==> config.mk <==
export PLATFORM = sky130hd
export DESIGN_NAME = fft_frame_scheduler
export DESIGN_NICKNAME = d
export VERILOG_FILES = /design/src/rtl/fft_pkg.sv /design/src/rtl/tag_fifo.sv /design/src/rtl/fft_frame_scheduler.sv
export SDC_FILE = /design/constraint.sdc
export NUM_CORES = 1
export LEC_CHECK = 0
export BUFFER_PORTS_ARGS = -buffer_cell sky130_fd_sc_hd__clkbuf_2
export CAP_MARGIN = 30
export CORE_MARGIN = 4
export CORE_UTILIZATION = 43
export DETAILED_ROUTE_END_ITERATION = 10
export PLACE_DENSITY_LB_ADDON = 0.12
export SYNTH_ARGS = -nofsm -noshare
export SYNTH_HDL_FRONTEND = slang
export SYNTH_HIERARCHICAL = 1
export SYNTH_SLANG_ARGS = --single-unit
==> constraint.sdc <==
create_clock -name clk -period 2.9 [get_ports clk]
set_input_delay 0.145 -clock clk [delete_from_list [all_inputs] [get_ports clk]]
set_output_delay 0.145 -clock clk [all_outputs]
set_load 0.005 [all_outputs]
==> src/rtl/fft_pkg.sv <==
`default_nettype none
// +----------------------------------------------------------------------------+
// | Module      : fft_pkg                                                      |
// | Description : Shared constants and types for the frame scheduler that      |
// |               time-multiplexes one 1024-point xfft core between channels.  |
// |               FRAME_LEN    - samples per frame (power of two)              |
// |               SCALE_SCH    - xfft scaling schedule                         |
// |               FFT_CFG_WORD - {3'b0, SCALE_SCH, forward=1}                  |
// |               sched_state_t, chan_id_t                                     |
// | Revision    : 1.0 - initial release                                        |
// +----------------------------------------------------------------------------+
package fft_pkg;

   localparam int          FRAME_LEN    = 1024;
   localparam logic [19:0] SCALE_SCH    = 20'b0101_0101_0101_0101_0110;
   localparam logic [23:0] FFT_CFG_WORD = {3'b000, SCALE_SCH, 1'b1};

   typedef enum logic [1:0] {
      IDLE   = 2'd0,
      CONFIG = 2'd1,
      STREAM = 2'd2
   } sched_state_t;

   // Wide enough for the largest supported channel count (8).
   typedef logic [2:0] chan_id_t;

endpackage
`default_nettype wire

==> src/rtl/tag_fifo.sv <==
`default_nettype none
// +----------------------------------------------------------------------------+
// | Module      : tag_fifo                                                     |
// | Description : Synchronous FIFO holding the channel ids of frames that are  |
// |               inside the FFT core. Push and pop in one cycle are both      |
// |               honoured (also when full); pop on empty is ignored.          |
// | Ports       : clk, reset (sync, active-high)                               |
// |               push/din   - enqueue a tag                                   |
// |               pop        - dequeue the head tag                            |
// |               dout       - head tag (valid when !empty)                    |
// |               empty/full - occupancy flags                                 |
// | Revision    : 1.0 - initial release                                        |
// +----------------------------------------------------------------------------+
module tag_fifo #(
   parameter int DEPTH = 4,   // power of two, >= 2
   parameter int WIDTH = 1
) (
   input  logic             clk,
   input  logic             reset,
   input  logic             push,
   input  logic [WIDTH-1:0] din,
   input  logic             pop,
   output logic [WIDTH-1:0] dout,
   output logic             empty,
   output logic             full
);

   localparam int c_AW = $clog2(DEPTH);

   logic [WIDTH-1:0] r_mem [DEPTH];
   // One extra pointer bit distinguishes full from empty.
   logic [c_AW:0]    r_wr_ptr;
   logic [c_AW:0]    r_rd_ptr;
   logic             w_do_push;
   logic             w_do_pop;

   assign empty     = (r_wr_ptr == r_rd_ptr);
   assign full      = (r_wr_ptr[c_AW] != r_rd_ptr[c_AW]) &&
                      (r_wr_ptr[c_AW-1:0] == r_rd_ptr[c_AW-1:0]);
   assign w_do_pop  = pop && !empty;
   assign w_do_push = push && (!full || w_do_pop);
   assign dout      = r_mem[r_rd_ptr[c_AW-1:0]];

   always_ff @(posedge clk) begin
      if (reset) begin
         r_wr_ptr <= '0;
         r_rd_ptr <= '0;
      end else begin
         if (w_do_push) r_wr_ptr <= r_wr_ptr + 1'b1;
         if (w_do_pop)  r_rd_ptr <= r_rd_ptr + 1'b1;
      end
   end

   always_ff @(posedge clk) begin
      if (w_do_push) r_mem[r_wr_ptr[c_AW-1:0]] <= din;
   end

endmodule
`default_nettype wire

==> src/rtl/fft_frame_scheduler.sv <==
`default_nettype none
// +----------------------------------------------------------------------------+
// | Module      : fft_frame_scheduler                                          |
// | Description : Grants one shared xfft core to NUM_CH sample streams, one    |
// |               whole frame at a time, round-robin. Issues the per-frame     |
// |               config word, generates tlast, and tags each output spectrum  |
// |               with the channel it came from.                               |
// | Ports       : clk, reset (sync, active-high)                               |
// |               s_tdata/s_tvalid/s_tready   - per-channel sample AXIS in     |
// |               fft_tdata/tvalid/tlast/tready - core s_axis_data             |
// |               cfg_tdata/cfg_tvalid/cfg_tready - core s_axis_config         |
// |               core_tlast, core_hs          - core output beat info         |
// |               m_tuser, m_tuser_valid       - channel of current spectrum   |
// |               tlast_err -> err_sticky      - latched core framing error    |
// | Revision    : 1.0 - initial release                                        |
// +----------------------------------------------------------------------------+
module fft_frame_scheduler #(
   parameter int          NUM_CH    = 2,
   parameter int          DATA_W    = 24,
   parameter int          FRAME_LEN = fft_pkg::FRAME_LEN,
   parameter logic [19:0] SCALE_SCH = fft_pkg::SCALE_SCH,
   parameter int          TAG_DEPTH = 4,
   localparam int         c_TUSER_W = (NUM_CH > 1) ? $clog2(NUM_CH) : 1
) (
   input  logic                     clk,
   input  logic                     reset,
   input  logic [NUM_CH*DATA_W-1:0] s_tdata,
   input  logic [NUM_CH-1:0]        s_tvalid,
   output logic [NUM_CH-1:0]        s_tready,
   output logic [2*DATA_W-1:0]      fft_tdata,
   output logic                     fft_tvalid,
   output logic                     fft_tlast,
   input  logic                     fft_tready,
   output logic [23:0]              cfg_tdata,
   output logic                     cfg_tvalid,
   input  logic                     cfg_tready,
   input  logic                     core_tlast,
   input  logic                     core_hs,
   output logic [c_TUSER_W-1:0]     m_tuser,
   output logic                     m_tuser_valid,
   input  logic                     tlast_err,
   output logic                     err_sticky
);

   import fft_pkg::*;

   localparam int c_CNT_W = $clog2(FRAME_LEN);

   sched_state_t          r_state;
   sched_state_t          w_state_nxt;
   logic [c_TUSER_W-1:0]  r_rr_ptr;
   logic [c_TUSER_W-1:0]  r_grant;
   logic [c_CNT_W-1:0]    r_sample_cnt;
   logic                  r_err;
   logic [c_TUSER_W:0]    w_pick;        // {found, channel id}
   logic [DATA_W-1:0]     w_sample;
   logic                  w_push;
   logic                  w_fifo_empty;
   logic                  w_fifo_full;
   logic                  w_fft_hs;

   // First requester at or after ptr, wrapping. Scanning from the farthest
   // offset down lets the nearest requester overwrite the result last.
   function automatic logic [c_TUSER_W:0] f_rr_pick(
      input logic [NUM_CH-1:0]    req,
      input logic [c_TUSER_W-1:0] ptr
   );
      int idx;
      f_rr_pick = '0;
      for (int i = NUM_CH - 1; i >= 0; i--) begin
         idx = int'(ptr) + i;
         if (idx >= NUM_CH) idx = idx - NUM_CH;
         if (req[c_TUSER_W'(idx)]) f_rr_pick = {1'b1, c_TUSER_W'(idx)};
      end
   endfunction

   assign w_pick    = f_rr_pick(s_tvalid, r_rr_ptr);
   assign cfg_tdata = {3'b000, SCALE_SCH, 1'b1};
   assign fft_tdata = {{DATA_W{1'b0}}, w_sample};
   assign w_fft_hs  = fft_tvalid && fft_tready;
   assign err_sticky    = r_err;
   assign m_tuser_valid = !w_fifo_empty;

   always_comb begin
      w_sample = '0;
      for (int i = 0; i < NUM_CH; i++) begin
         if (r_grant == c_TUSER_W'(i)) w_sample = s_tdata[i*DATA_W +: DATA_W];
      end
   end

   always_ff @(posedge clk) begin
      if (reset) begin
         r_state      <= IDLE;
         r_rr_ptr     <= '0;
         r_grant      <= '0;
         r_sample_cnt <= '0;
         r_err        <= 1'b0;
      end else begin
         r_state <= w_state_nxt;
         r_err   <= r_err | tlast_err;
         if (w_push) r_grant <= w_pick[c_TUSER_W-1:0];
         if (w_fft_hs) begin
            r_sample_cnt <= fft_tlast ? '0 : r_sample_cnt + 1'b1;
            // Priority only moves when a frame completes.
            if (fft_tlast)
               r_rr_ptr <= (r_grant == c_TUSER_W'(NUM_CH - 1)) ? '0 : r_grant + 1'b1;
         end
      end
   end

   always_comb begin
      w_state_nxt = r_state;
      w_push      = 1'b0;
      cfg_tvalid  = 1'b0;
      fft_tvalid  = 1'b0;
      fft_tlast   = 1'b0;
      s_tready    = '0;
      unique case (r_state)
         IDLE: begin
            // Full tag FIFO blocks grants so every frame in flight has a tag.
            if (w_pick[c_TUSER_W] && !w_fifo_full) begin
               w_push      = 1'b1;
               w_state_nxt = CONFIG;
            end
         end
         CONFIG: begin
            cfg_tvalid = 1'b1;
            if (cfg_tready) w_state_nxt = STREAM;
         end
         STREAM: begin
            // Zero-latency pass-through; the granted channel keeps the core
            // for the whole frame even if its valid drops.
            fft_tvalid        = s_tvalid[r_grant];
            s_tready[r_grant] = fft_tready;
            fft_tlast         = (r_sample_cnt == c_CNT_W'(FRAME_LEN - 1));
            if (fft_tvalid && fft_tready && fft_tlast) w_state_nxt = IDLE;
         end
         default: w_state_nxt = IDLE;
      endcase
   end

   tag_fifo #(
      .DEPTH (TAG_DEPTH),
      .WIDTH (c_TUSER_W)
   ) u_tag_fifo (
      .clk   (clk),
      .reset (reset),
      .push  (w_push),
      .din   (w_pick[c_TUSER_W-1:0]),
      .pop   (core_hs && core_tlast),
      .dout  (m_tuser),
      .empty (w_fifo_empty),
      .full  (w_fifo_full)
   );

endmodule
`default_nettype wire
-- Word-level counts from Yosys, hierarchy flattened
Memories as Yosys holds them, arrays and structs flattened. A register that Yosys moved wholly into a read port is not among the register bits.
Index checks and enable logic that the tools add are counted.
Widths: inputs -> output; s select.
- bitwise operators: 2
- reduce and logical (&&, ||, !) cells: 15
- $lt $le $gt $ge: 6
- add/subtract/negate cells: 7
- multiplexer cells: 29
- equal/unequal tests: 9
- operator list (kind ; number):
    $mux 24 ; 1
    $mux 1 ; 17
    $mux 2 ; 8
    $add 10x1->10 const B ; 1
    $eq 10x10->1 const B ; 1
    $mux 10 ; 1
    $logic_and 1x1->1 ; 9
    $add 3x1->3 const B ; 2
    $lt 1x3->1 const B ; 2
    $ne 2x2->1 const B ; 3
    $pmux 2 s3 ; 1
    $eq 3x3->1 ; 1
    $reduce_and 3->1 ; 1
    $add 1x1->2 const B ; 1
    $and 2x2->2 ; 1
    $eq 2x1->1 const B ; 1
    $eq 2x2->1 ; 1
    $eq 2x2->1 const B ; 1
    $ge 1x2->1 const B ; 1
    $ge 2x2->1 const B ; 1
    $logic_not 1->1 ; 2
    $logic_not 2->1 ; 1
    $lt 1x2->1 const B ; 1
    $reduce_and 2->1 ; 1
    other kinds (7) ; 8
- flip-flop bits (word level): 21
- bits of input ports: 57
- RAM bits: 4
- memories: 1
- output and inout bits: 80
- memory list (name ; depth ; bits a word ; rd ports ; clocked after Yosys merged registers in ; write ports ; line ; text):
    u_tag_fifo.r_mem ; 4 ; 1 ; 1 ; 1 ; 1 ; tag_fifo.sv:30 ; logic [WIDTH-1:0] r_mem [DEPTH];

-- Logic depth before layout (Yosys ltp)
- word-level depth: 14
- mapped depth: 7

-- By module
The synthesis kept the hierarchy.
- by module, submodules not included (module ; cells each ; area an instance (sq um) ; instances):
    fft_frame_scheduler ; 169 ; 1416.4 ; 1
    tag_fifo ; 60 ; 684.4 ; 1

-- Least setup slack after synthesis
OpenSTA, ideal clock, no wires.
- kind: flip-flop to flip-flop
- start: register u_tag_fifo.r_rd_ptr[2]
- end: memory u_tag_fifo.r_mem[0], enable pin
- library setup time: 0.292 ns
- buffers on the path: 0
- arrival: 1.774 ns
- required time: 2.608 ns
- period minus slack after synthesis: 2.067 ns
- slack: 0.833 ns
- stages on the path, launching flop included: 7
- cell sequence: dfxtp_1 > xnor2_1 > nor2_1 > nor4b_1 > inv_1 > a41oi_2 > and2_1
- word-level cells in the longest chain between the ends: 9
- elaborated cells between the ends (all ways): 13
- ends and longest elaborated chain (what ; line ; text):
    from (decl) ; tag_fifo.sv:33 ; logic [c_AW:0] r_rd_ptr;
    from (signal assigned) ; tag_fifo.sv:50 ; if (w_do_pop) r_rd_ptr <= r_rd_ptr + 1'b1;
    $ne 1x1->1 ; tag_fifo.sv:38 ; assign full = (r_wr_ptr[c_AW] != r_rd_ptr[c_AW]) &&
    $logic_and 1x1->1 ; tag_fifo.sv:38 ;
    via w_fifo_full ; fft_frame_scheduler.sv:59 ; logic w_fifo_full;
    $logic_not 1->1 ; fft_frame_scheduler.sv:121 ; if (w_pick[c_TUSER_W] && !w_fifo_full) begin
    $logic_and 1x1->1 ; fft_frame_scheduler.sv:121 ;
    $mux 1 ; fft_frame_scheduler.sv:121 ;
    $mux 1 ; fft_frame_scheduler.sv:118 ; unique case (r_state)
    via w_push ; fft_frame_scheduler.sv:57 ; logic w_push;
    $logic_and 1x1->1 ; tag_fifo.sv:41 ; assign w_do_push = push && (!full || w_do_pop);
    $mux 1 ; tag_fifo.sv:55 ; if (w_do_push) r_mem[r_wr_ptr[c_AW-1:0]] <= din;
    $mux 1 (not written as such) ; tag_fifo.sv:55 ;
    to (decl) ; tag_fifo.sv:30 ;
The timed path passes the listed nets, and every way through them passes these cells.

-- Worst setup path after layout
- start: register u_tag_fifo.r_rd_ptr[2]
- end: register u_tag_fifo.r_wr_ptr[2]
- word-level cells in the longest chain between the ends: 7
- elaborated cells between the ends (all ways): 11
- ends and longest elaborated chain (what ; line ; text):
    $ne 1x1->1 ; tag_fifo.sv:38 ;
    $logic_and 1x1->1 ; tag_fifo.sv:38 ;
    via w_fifo_full ; fft_frame_scheduler.sv:59 ;
    $logic_not 1->1 ; fft_frame_scheduler.sv:121 ;
    $logic_and 1x1->1 ; fft_frame_scheduler.sv:121 ;
    $mux 1 ; fft_frame_scheduler.sv:121 ;
    $mux 1 ; fft_frame_scheduler.sv:118 ;
    via w_push ; fft_frame_scheduler.sv:57 ;
    $logic_and 1x1->1 ; tag_fifo.sv:41 ;
    to (signal assigned) ; tag_fifo.sv:49 ; if (w_do_push) r_wr_ptr <= r_wr_ptr + 1'b1;
    to (decl) ; tag_fifo.sv:32 ; logic [c_AW:0] r_wr_ptr;
The timed path passes the listed nets, and every way through them passes these cells.
A chain may end at the register's enable or synchronous reset.

==> metrics.txt <==
total of cells resized after clock tree synthesis=0; Die Area=around 6000 sq um; average via count per standard cell=4.54; worst hold slack after final layout=about 0.087 ns; total half-perimeter wirelength after legalization and detailed placement=3950 um; switching share of power=27.9%; final core area utilization=52.3%; Yosys warning total=6; Setup Viol. Count Final=0; total leakage power=1.16 nW; area added between synthesis and finish=17.7%; maximum fanout encountered on the critical timing path=5; startpoint of the lowest-slack hold path=tlast_err; worst setup slack before clock tree synthesis=0.822 ns; portion of the post-synthesis area used by sequential elements=between 20% and 30%; first-pass GRT wire length=7450 um; power share of the clock group=between 20% and 30%; clock transition at the registers of the reported paths=0.09 ns; number of input and output port buffers inserted=88; vias in the first global route=1610; global-route track usage on met3=~4.4%; Pint=0.602 mW; Worst IR Drop VDD=0.202 mV; number of hold-slack violations in the final timing report=0; fraction of met2 tracks used by global routing=26.7%; combinational group share of total power=25.2%; effective utilization at floorplan=about 44%; number of sinks driven by the clock tree=27; Arrival @ worst endpoint=2.26 ns; main area contributors after synthesis=sky130_fd_sc_hd__dfxtp_1 (22%), sky130_fd_sc_hd__buf_4 (17%), sky130_fd_sc_hd__mux2_2 (15%); Routed Antenna Nets=0; Clock Latency Late Sink=0.27 ns; maximum clock frequency=476 MHz; most area-hungry cell type in the Yosys netlist=sky130_fd_sc_hd__dfxtp_1; wire length after detailed routing=approximately 4700 um; start-to-end type of the worst setup path=reg2reg; WL per Instance=12.3 um; number of placement rows=25; maximum root-to-sink buffer count=2; busiest metal layer after global routing=met2; initial antenna violation count=0; Yosys top cell area share=21.9%; die width=77.9 um; Final Power=0.835 mW; quantity of hold-fixing buffers added after cts=0; startpoint type of the worst setup path=register; clock tree from TritonCTS=yes; setup TNS=0 ns; layout cells sized above 1=41.9%; Hold WC Path Type=in2reg; data required time at the worst endpoint=around 3.1 ns; Root Buffer Master=sky130_fd_sc_hd__clkbuf_8; flop and latch count out of synthesis=27; M1 GR Usage=17.7%; global placer's final weighted congestion=0.831; GRT Overall Usage=15.1%; antenna diode count=0; critical path capture point type=register; max-cap violation count=0; Top-Level Pins=roughly 140; final critical-path required period=~2.1 ns; final-report max-slew violation count=0; number of optimization iterations in the first detailed-route pass=4; mean post-synth cell area=9.17 sq um; NetSw=0.233 mW; launch instance of the worst register-to-register path=u_tag_fifo/r_rd_ptr[2]; summed instance area of the synthesized netlist=~2100 sq um; outcome=complete, no violations; CTS H-tree lvls=1; count of vias placed by the detailed router=~1700; number of buffers inserted during clock tree synthesis=3; area of the core region=4720 sq um; largest net degree at the start of global routing=25; worst reg2reg setup slack=0.80 ns; number of cells produced by synthesis=roughly 230; drt first-iter violations=61; post-layout worst setup margin=0.799 ns; total DRC errors in the routed layout=0; Post-CTS Setup Inserts=0; vertical extent of the die=between 70 and 80 um; fraction of power consumed by sequential logic=49.5%; clock tree skew after final layout=0.00459 ns; Final nets=~380; slew at the pin with the worst max-slew slack=0.533 ns; global-route congestion overflow total=0; start point of the critical path=u_tag_fifo/r_rd_ptr[2]; ratio of final minimum period to clock period=72.5%; ratio of total power to cell area=338 nW/um^2; headroom to the max-slew limit=between 60% and 70%; RSZ-0062 raised after global routing=no; unique cell type count in the Yosys netlist=44
-- layout by cell type (no fill, tap or decap), types with 2 or more instances in the layout --
| cell | n |
|---|---|
| sky130_fd_sc_hd__clkbuf_8 | 3 |
| sky130_fd_sc_hd__nand2_1 | 8 |
| sky130_fd_sc_hd__or3_1 | 6 |
| sky130_fd_sc_hd__dfxtp_1 | 23 |
| sky130_fd_sc_hd__nand3b_1 | 4 |
| sky130_fd_sc_hd__inv_1 | 9 |
| sky130_fd_sc_hd__a21oi_1 | 8 |
| sky130_fd_sc_hd__conb_1 | 48 |
| sky130_fd_sc_hd__edfxtp_1 | 4 |
| sky130_fd_sc_hd__buf_4 | 2 |
| sky130_fd_sc_hd__nor2_1 | 18 |
| sky130_fd_sc_hd__nor2b_1 | 4 |
| sky130_fd_sc_hd__mux2i_1 | 4 |
| sky130_fd_sc_hd__nand2b_1 | 5 |
| sky130_fd_sc_hd__and2_1 | 6 |
| sky130_fd_sc_hd__clkbuf_2 | 88 |
| sky130_fd_sc_hd__ha_1 | 6 |
| sky130_fd_sc_hd__o21ai_0 | 5 |
| sky130_fd_sc_hd__mux2_2 | 28 |
| sky130_fd_sc_hd__nand4_1 | 3 |
| sky130_fd_sc_hd__xnor2_2 | 2 |
| sky130_fd_sc_hd__xnor2_1 | 2 |
| sky130_fd_sc_hd__xor2_1 | 3 |
| sky130_fd_sc_hd__nand3_1 | 6 |
-- worst max-delay path: stages (launching register included) --
cell and delay, ns:
sky130_fd_sc_hd__dfxtp_1 0.38, sky130_fd_sc_hd__xnor2_1 0.34, sky130_fd_sc_hd__nor2_1 0.10, sky130_fd_sc_hd__nor4b_1 0.34, sky130_fd_sc_hd__buf_4 0.19, sky130_fd_sc_hd__nand2_1 0.05
sky130_fd_sc_hd__a41oi_1 0.24, sky130_fd_sc_hd__mux2_2 0.36
-- synth_stat cells (all sizes together) --
cell type / count
and3b: 1
edfxtp: 4
nand2: 8
or2: 1
nand3b: 4
dfxtp: 23
nor4b: 1
ha: 6
mux2i: 4
nor3: 1
a211o: 1
nand2b: 5
mux4: 1
and4: 1
clkbuf: 3
inv: 9
and2: 6
nand3: 6
nand4bb: 1
a41oi: 2
nor2: 18
xor2: 4
o21ai: 5
nor2b: 4
or3: 7
a21oi: 8
xnor2: 4
mux2: 29
buf: 51
nand4: 4
a31oi: 2
conb: 2
nor4: 1
o31ai: 2
-- per-layer routing --
layer	up-vias	share of wire, %
met5	-	0
met4	0	0.98
met3	4	13
met2	115	46
met1	759	40
li1	855	-
-- cell type report --
cell class | count | area, sq um
fill | 457 | 2250
timing repair buffer | 90 | 455
tap | 67 | 83.8
inverter | 9 | 33.8
clock buffer | 4 | 45.0
sequential | 27 | 581
multi-input combinational | 185 | 1270
-- power by group through the flow --
stage                     clock [mW]  sequential, mW  combinational (mW)
after floorplan                    0           0.419               0.173
after global routing           0.241           0.417               0.238
after detailed placement           0           0.423               0.211
after CTS                      0.222           0.414               0.211
final                          0.212           0.414               0.210
after global placement             0           0.422               0.210
-- registers in the layout, indices dropped and copies added (netlist names), named ones only --
signal and flops:
u_tag_fifo/r_wr_ptr 3, r_rr_ptr 1, r_grant 1, u_tag_fifo/r_mem 4, err_sticky 1, r_state 2, u_tag_fifo/r_rd_ptr 3, r_sample_cnt 10
-- kinds of logic after synthesis --
family	count (synthesis)	synth area share, %
adders and majority gates	6	3.57
buffers and inverters	63	20.0
other	2	0.357
xor gates and xnor gates	8	4.41
DFF	27	27.6
and+or+nand+nor	69	18.4
muxes	34	18.7
AOI/OAI and AO/OA	20	6.97
-- path summary, 6_finish.rpt --
path | end | depth (start not counted)
max | u_tag_fifo/r_wr_ptr[2] | 7
min | err_sticky | 3
max reg2reg | u_tag_fifo/r_wr_ptr[2] | 7
min reg2reg | err_sticky | 2
-- per-stage QoR --
stage	instance area, sq um	instances
after floorplan	2270	275
after global placement	2430	378
after detailed placement	2430	378
after CTS	2470	382
after global routing	2470	382
final	2470	382
(Power assumes the default switching activity.)
